--- src/rtl/comm_arbiter.sv ---
// comm_arbiter: buffers one request per lane and issues the largest conflict-free subset each cycle
module comm_arbiter #(
  parameter int nIN  = 12,
  parameter int nOUT = 32,
  parameter int wD   = 38,
  parameter int wCNT = 16,
  localparam int wA  = $clog2(nOUT),
  localparam int wP  = $clog2(nIN)
) (
  input  logic              clk,
  input  logic              reset,
  input  logic [nIN-1:0]    in_valid,
  output logic [nIN-1:0]    in_ready,
  input  logic [nIN*wD-1:0] in_data,
  input  logic [nIN*wA-1:0] in_addr,
  output logic [nIN-1:0]    req_out,
  output logic [nIN*wD-1:0] data_out,
  output logic [nIN*wA-1:0] addr_out,
  input  logic              clr_cnt,
  output logic [wCNT-1:0]   conflict_cnt
);
  logic [nIN-1:0] hv, gnt;
  logic [wD-1:0]  hd [nIN];
  logic [wA-1:0]  ha [nIN];
  logic [wP-1:0]  ptr, nptr;
  logic           any_den;

  assign in_ready = ~hv | gnt;
  assign any_den  = |(hv & ~gnt);

  // walk lanes in rotating order from ptr; a lane loses only to an earlier granted lane with the same channel
  always_comb begin
    logic [nIN-1:0] g;
    logic [wP-1:0]  l, m;
    logic           blk;
    g    = '0;
    l    = '0;
    m    = '0;
    blk  = 1'b0;
    nptr = ptr;
    for (int k = 0; k < nIN; k++) begin
      l   = wP'((int'(ptr) + k) % nIN);
      blk = 1'b0;
      for (int j = 0; j < k; j++) begin
        m   = wP'((int'(ptr) + j) % nIN);
        blk = blk | (g[m] & (ha[m] == ha[l]));
      end
      g[l] = hv[l] & ~blk;
    end
    for (int k = nIN - 1; k >= 0; k--) begin
      l    = wP'((int'(ptr) + k) % nIN);
      nptr = (hv[l] & ~g[l]) ? l : nptr;
    end
    gnt = g;
  end

  // entry valid flags: load on accept, free when issued with no replacement
  always_ff @(posedge clk or negedge reset)
    if (!reset) hv <= '0;
    else
      for (int i = 0; i < nIN; i++)
        if (in_valid[i] && in_ready[i]) hv[i] <= 1'b1;
        else if (gnt[i]) hv[i] <= 1'b0;

  // entry payload and channel, captured on accept
  always_ff @(posedge clk)
    for (int i = 0; i < nIN; i++)
      if (in_valid[i] && in_ready[i]) begin
        hd[i] <= in_data[i*wD +: wD];
        ha[i] <= in_addr[i*wA +: wA];
      end

  // issue registers, priority pointer and saturating conflict counter
  always_ff @(posedge clk or negedge reset)
    if (!reset) begin
      req_out      <= '0;
      data_out     <= '0;
      addr_out     <= '0;
      ptr          <= '0;
      conflict_cnt <= '0;
    end else begin
      req_out <= gnt;
      for (int i = 0; i < nIN; i++)
        if (gnt[i]) begin
          data_out[i*wD +: wD] <= hd[i];
          addr_out[i*wA +: wA] <= ha[i];
        end
      ptr <= nptr;
      if (clr_cnt) conflict_cnt <= '0;
      else if (any_den && !(&conflict_cnt)) conflict_cnt <= conflict_cnt + 1'b1;
    end
endmodule

--- config.mk ---
export PLATFORM = sky130hd
export DESIGN_NAME = comm_arbiter
export DESIGN_NICKNAME = d
export VERILOG_FILES = /design/src/rtl/comm_arbiter.sv
export SDC_FILE = /design/constraint.sdc
export NUM_CORES = 2
export LEC_CHECK = 0
export CORE_UTILIZATION = 25
export DETAILED_ROUTE_END_ITERATION = 10
export PLACE_DENSITY = 0.45
export SLEW_MARGIN = 15
export SYNTH_ARGS = -nofsm -noshare
export SYNTH_HDL_FRONTEND = slang
export SYNTH_SLANG_ARGS = --single-unit
--- constraint.sdc ---
create_clock -name clk -period 24.7 [get_ports clk]
set_input_delay 4.94 -clock clk [delete_from_list [all_inputs] [get_ports clk]]
set_output_delay 4.94 -clock clk [all_outputs]
set_load 0.05 [all_outputs]
After elaboration in Yosys (flattened, before gate mapping)
Memory sizes are Yosys's and may differ from the RTL's. A register that Yosys moved wholly into a read port is not among the register bits.
Index checks and enable logic that the tools add are counted.
{"block": "op_classes", "n_addsub": 12, "n_div": 12, "n_lt_le_gt_ge": 24, "eq_ne": 66, "mux": 277, "n_bitwise": 172, "n_reduce_logical": 66}
{"cell": "binary-select mux 1 bit (select 4 bit)", "n": 90}
{"cell": "modulo 32 x 5 -> 32 bit, second input constant", "n": 11}
{"cell": "equality test 5 bit", "n": 66}
{"cell": "two-way mux 1 bit", "n": 150}
{"cell": "bitwise mux 12 bit", "n": 11}
{"cell": "bitwise AND 1 bit", "n": 89}
{"cell": "< comparator 4 x 5 -> 1 bit, second input constant", "n": 12}
{"cell": "OR 1 bit", "n": 55}
{"cell": "demux 1 bit (select 4 bit)", "n": 12}
{"cell": ">= comparator 4 x 1 -> 1 bit, second input constant", "n": 12}
{"cell": "two-way mux 4 bit", "n": 12}
{"cell": "modulo 5 x 5 -> 32 bit, second input constant", "n": 1}
{"cell": "two-way mux 16 bit", "n": 2}
{"cell": "nonzero test 2 bit", "n": 13}
{"cell": "logical AND 1 bit", "n": 25}
{"cell": "logical NOT 1 bit", "n": 25}
{"cell": "bitwise AND 12 bit", "n": 2}
{"cell": "inverter 12 bit", "n": 2}
{"cell": "inverter 1 bit", "n": 23}
{"cell": "adder 4 x 3 -> 5 bit, second input constant", "n": 4}
{"cell": "adder 4 x 4 -> 5 bit, second input constant", "n": 4}
{"cell": "adder 16 x 1 -> 16 bit, second input constant", "n": 1}
{"cell": "AND reduction 16 bit", "n": 1}
{"cell": "OR 12 bit", "n": 1}
{"cell": "other kinds (4)", "n": 5}
{"block": "word_totals", "regBits": 44, "mem_bits_rw": 516, "input_bits": 531, "output_inout_bits": 556, "wordCells": 646, "n_memories": 2}
{"name": "hd", "depth": 12, "word_bits": 38, "rd": 12, "rd_ports_with_merged_regs": 12, "wr": 12, "line": "23", "text": "logic [wD-1:0] hd [nIN];"}
{"name": "ha", "depth": 12, "word_bits": 5, "rd": 24, "rd_ports_with_merged_regs": 12, "wr": 12, "line": "24", "text": "logic [wA-1:0] ha [nIN];"}

Depth between registers and ports, before layout
{"block": "depth", "word_depth": 143, "depth_mapped": 89, "mapped_depth_nobuf": 62}

Worst setup path before layout
OpenSTA, ideal clock, no wires.
{"block": "synth_path", "path_kind": "reg-to-output", "start": "register ptr[0]", "end": "output port in_ready[9]", "t_arrival_ns": 17.465, "required_ns": 19.760, "path_slack_ns": 2.295, "path_stages_with_launch": 80, "n_path_buf": 29, "cell_sequence": "dfrtp_1 > buf_6 > buf_6 > buf_6 > buf_6 > buf_6 > buf_4 > inv_2 > buf_1 > clkbuf_1 > buf_1 > clkbuf_1 > clkbuf_1 > buf_2 > buf_1 > clkbuf_1 > buf_2 > ha_1 > [... 44 more ...] > o22ai_1 > nor3_1 > o31ai_4 > o211ai_4 > buf_6 > nor2_1 > a211oi_2 > nand4_1 > nor4_4 > nand4_2 > buf_4 > o211ai_1 > o211ai_1 > a211oi_2 > nor2_1 > a32oi_1 > buf_2 > nand2_1"}
{"block": "synth_between", "elab_chain_cells": 128, "word_cells_on_any_way": 462, "cone_classes": "add/sub: 11; div: 12; order compare: 24; eq/ne: 66; mux: 191; bitwise: 145; reduce/logical: 12; memory: 1"}
{"item": "from (decl)", "line": "25", "text": "logic [wP-1:0] ptr, nptr;"}
{"item": "from (signal assigned)", "line": "88", "text": "ptr <= nptr;"}
{"item": "branches (longest 126 deep; another with modulo 32 x 5 -> 32 bit)"}
{"item": "bitwise mux 12 bit *", "line": "48", "text": "g[l] = hv[l] & ~blk;"}
{"item": "OR 12 bit *", "line": "28", "text": "assign in_ready = ~hv | gnt;"}
{"item": "to (decl)", "line": "13", "text": "output logic [nIN-1:0] in_ready,"}
Mark *: on every way between the ends. The select of a mux whose other input is x is not followed.

Worst setup path after layout
{"block": "layout_path", "start": "register ptr[1]", "end": "output port in_ready[5]"}
The elaborated chain is that of the path after synthesis.

==> flow_summary.json <==
{
  "status": "finished clean",
  "cap_violations": 0,
  "clkTransAtPathRegs_ns": 0.08,
  "htree_levels": 3,
  "yosys_warnings": 0,
  "yosys-top-cells-area": "edfxtp_1 27%, dfrtp_1 24%, mux2_2 8.5%",
  "required_ns": 19.76,
  "dp.cells": 9202,
  "drt-initial-drc-count": 6066,
  "gp_congestion": 1.03,
  "drt_wl_total_mm": 342,
  "nNetsFinal": 6853,
  "port-buffer-count": 1086,
  "tightest_slew_ns": 1.41,
  "yosysTopAreaCell": "edfxtp_1",
  "ios": 1087,
  "cts_buffer_depth": 3,
  "synth_top_area_share_pct": 26.8,
  "hold_start": "hd[10][7]",
  "syn2layout_area_growth_pct": 34.2,
  "syn_area_um2": 57900,
  "slew_headroom_pct": 5.77,
  "tns_ns": 0,
  "ys_types": 120,
  "vias": 52251,
  "r2r_slack_ns": 3.35,
  "fin_skew_ns": 0.117,
  "globalRouteOverflowTotal": 0,
  "avgSynthCellArea_um2": 11.2,
  "end_kind": "primary output",
  "path_class": "reg -> out",
  "start_util_pct": 25.2,
  "wl_per_cell_um": 36.2,
  "fin_crit_sh_pct": 96.3,
  "row_count": 176,
  "final_core_util_pct": 33.8,
  "cts_buffers": 115,
  "setup_viol": 0,
  "core-area_um2": 230000,
  "min_to": "data_out[387]",
  "crit_fanout": 20,
  "synth_fp_nets": 5733,
  "die_x_um": 483,
  "antenna_left": 0,
  "grt_first_pass_wirelength_mm": 460,
  "grt_antenna_before_repair": 95,
  "cts.sinks": 1076,
  "die-area_um2": 234000,
  "r2r_cells": 70,
  "clk_latency_ns": 0.81,
  "finalMaxSlewViolations": 0,
  "pre_cts_ws_ns": 1.28,
  "hp-class": "reg -> reg",
  "num-fill-cells": 23203,
  "stdcell_count": 9454,
  "slowest_stage": "or4_1",
  "synth-async-reset-ratio_pct": 52.0,
  "drcViolationCount": 0,
  "cp.depth": 62,
  "crit_family": "compound AO/OA/AOI/OAI gates",
  "grt_pass1_vias": 51131,
  "synth_flop_cell": "dfrtp_1",
  "syn_inst": 5175,
  "hold_depth": 2,
  "max_stage_delay_ns": 0.76,
  "path_buf_inv": 10,
  "yosysSeqAreaShare_pct": 51.0,
  "start_kind": "register",
  "setup_slack_ns": 0.905,
  "cts_tree": "yes",
  "post-route-min-period_ns": 23.79,
  "ys_seq_elements": 1076,
  "grt_use_total_pct": 28.3,
  "drive_gt1_share_pct": 18.4,
  "die_y_um": 483,
  "cts_hold_buf": 0,
  "drt-vias-per-instance": 5.53,
  "synth_edf_count": 516,
  "r2r_start": "ptr[1]",
  "critPathArrivalTime_ns": 18.85,
  "hold_viol_final": 0,
  "cpMostUsedCell": "buf_4",
  "grt_max_degree": 145,
  "dp_hpwl_mm": 263,
  "fmax_ghz": 0.0420,
  "clockRootBuffer": "clkbuf_16",
  "regToRegEndpoint": "ptr[3]",
  "dr.pass1.iters": 8
}
state kept, by name, summed over array words and instances (netlist names):
register      count
ptr               4
hd              456
hv               12
addr_out         60
conflict_cnt     16
ha               60
req_out          12
data_out        456
tightest hold or removal path, stage by stage (launching register included):
cell and delay, ns:
edfxtp_1 0.32, nand2_1 0.04, nand2_1 0.06
synthesized netlist by cell type, types with 18 or more instances:
| master | number |
|---|---|
| nor4_1 | 28 |
| and3_1 | 24 |
| mux4_2 | 86 |
| o211ai_1 | 41 |
| and2_1 | 47 |
| edfxtp_1 | 516 |
| a21o_1 | 21 |
| nor2_1 | 321 |
| mux2_2 | 435 |
| a21oi_1 | 182 |
| xnor2_1 | 176 |
| nand3_1 | 159 |
| o22a_1 | 18 |
| a221oi_1 | 27 |
| nor3_1 | 145 |
| buf_2 | 45 |
| inv_1 | 92 |
| o32ai_1 | 26 |
| nand2_1 | 625 |
| o21ai_0 | 119 |
| clkbuf_1 | 202 |
| a2111oi_0 | 18 |
| a31oi_1 | 74 |
| buf_1 | 85 |
| mux2i_1 | 73 |
| a311oi_1 | 28 |
| a32oi_1 | 27 |
| o22ai_1 | 100 |
| nand2b_1 | 42 |
| nand4_1 | 53 |
| xor2_1 | 174 |
| o21ai_1 | 27 |
| a211oi_1 | 48 |
| a22oi_1 | 37 |
| o2111ai_1 | 18 |
| dfrtp_1 | 560 |
| o221ai_1 | 38 |
| o31ai_1 | 26 |
| ha_1 | 27 |
cell type report:
cell class	instances	area [µm²]	share of cell area, %
clock buffers	163	3290	4.23
diodes	31	77.6	0.0998
well taps	3026	3790	4.87
clock inverters	56	723	0.930
inverters	101	380	0.489
repair buffers	1367	13200	17.0
multi-input cells	3634	26700	34.4
flip-flops and latches	1076	29500	38.0
cells in the final DEF, fill, tap and decap left out, types with 41 or more instances in the layout:
master	n
clkdlybuf4s50_1	1073
nand2_1	621
dfrtp_1	557
edfxtp_1	516
mux2_2	435
nor2_1	309
buf_4	271
a21oi_1	180
xnor2_1	175
xor2_1	174
nand3_1	159
nor3_1	141
clkbuf_16	115
o21ai_0	114
o22ai_1	100
mux4_2	86
inv_1	84
mux2i_1	72
a31oi_1	70
nand4_1	53
a211oi_1	48
nand2b_1	42
o211ai_1	41
routing by layer:
| metal | vias to the layer above | wire, µm | track usage (%) |
|---|---|---|---|
| li1 | 21679 | - | - |
| met1 | 26714 | 130000 | 33.8 |
| met2 | 3077 | 163000 | 47.3 |
| met5 | - | 140 | 0 |
| met3 | 761 | 31900 | 8.04 |
| met4 | 20 | 17100 | 12.5 |
through the flow:
step / hold WS [ns] / area [µm²]
finish: 0.410 / 77700
global route: 0.423 / 77700
CTS: 0.411 / 77500
detailed placement: 0.429 / 73500
global placement: 0.425 / 73500
floorplan: 0.422 / 57900
logic make-up after synthesis:
logic type	Yosys count	synth area share [%]
adders and majority gates	27	0.583
AOI/OAI and AO/OA	1120	14.4
muxes	596	13.1
and+or+nand+nor	1539	12.2
buffers and inverters	465	3.42
xor gates and xnor gates	352	5.35
DFF	1076	51.0
what timing repair did:
item,4_1_cts,5_1_grt
endpoints found under the setup margin,0,12
gates resized for setup,0,9
hold endpoints to repair,0,0
setup buffers,0,2
worst max-delay path by stage:
| stage | start | slack [ns] | end |
|---|---|---|---|
| finish | ptr[1] | 0.91 | in_ready[5] |
| global placement | ptr[1] | 1.54 | in_ready[6] |
| CTS | ptr[1] | 0.37 | in_ready[1] |
| floorplan | ptr[0] | 2.29 | in_ready[9] |
| global route | ptr[1] | -0.004 | in_ready[1] |
| detailed placement | ptr[1] | 1.28 | in_ready[1] |
Power is not shown: default switching activity piles up to over one toggle a cycle in this logic, so the estimate is an artifact.
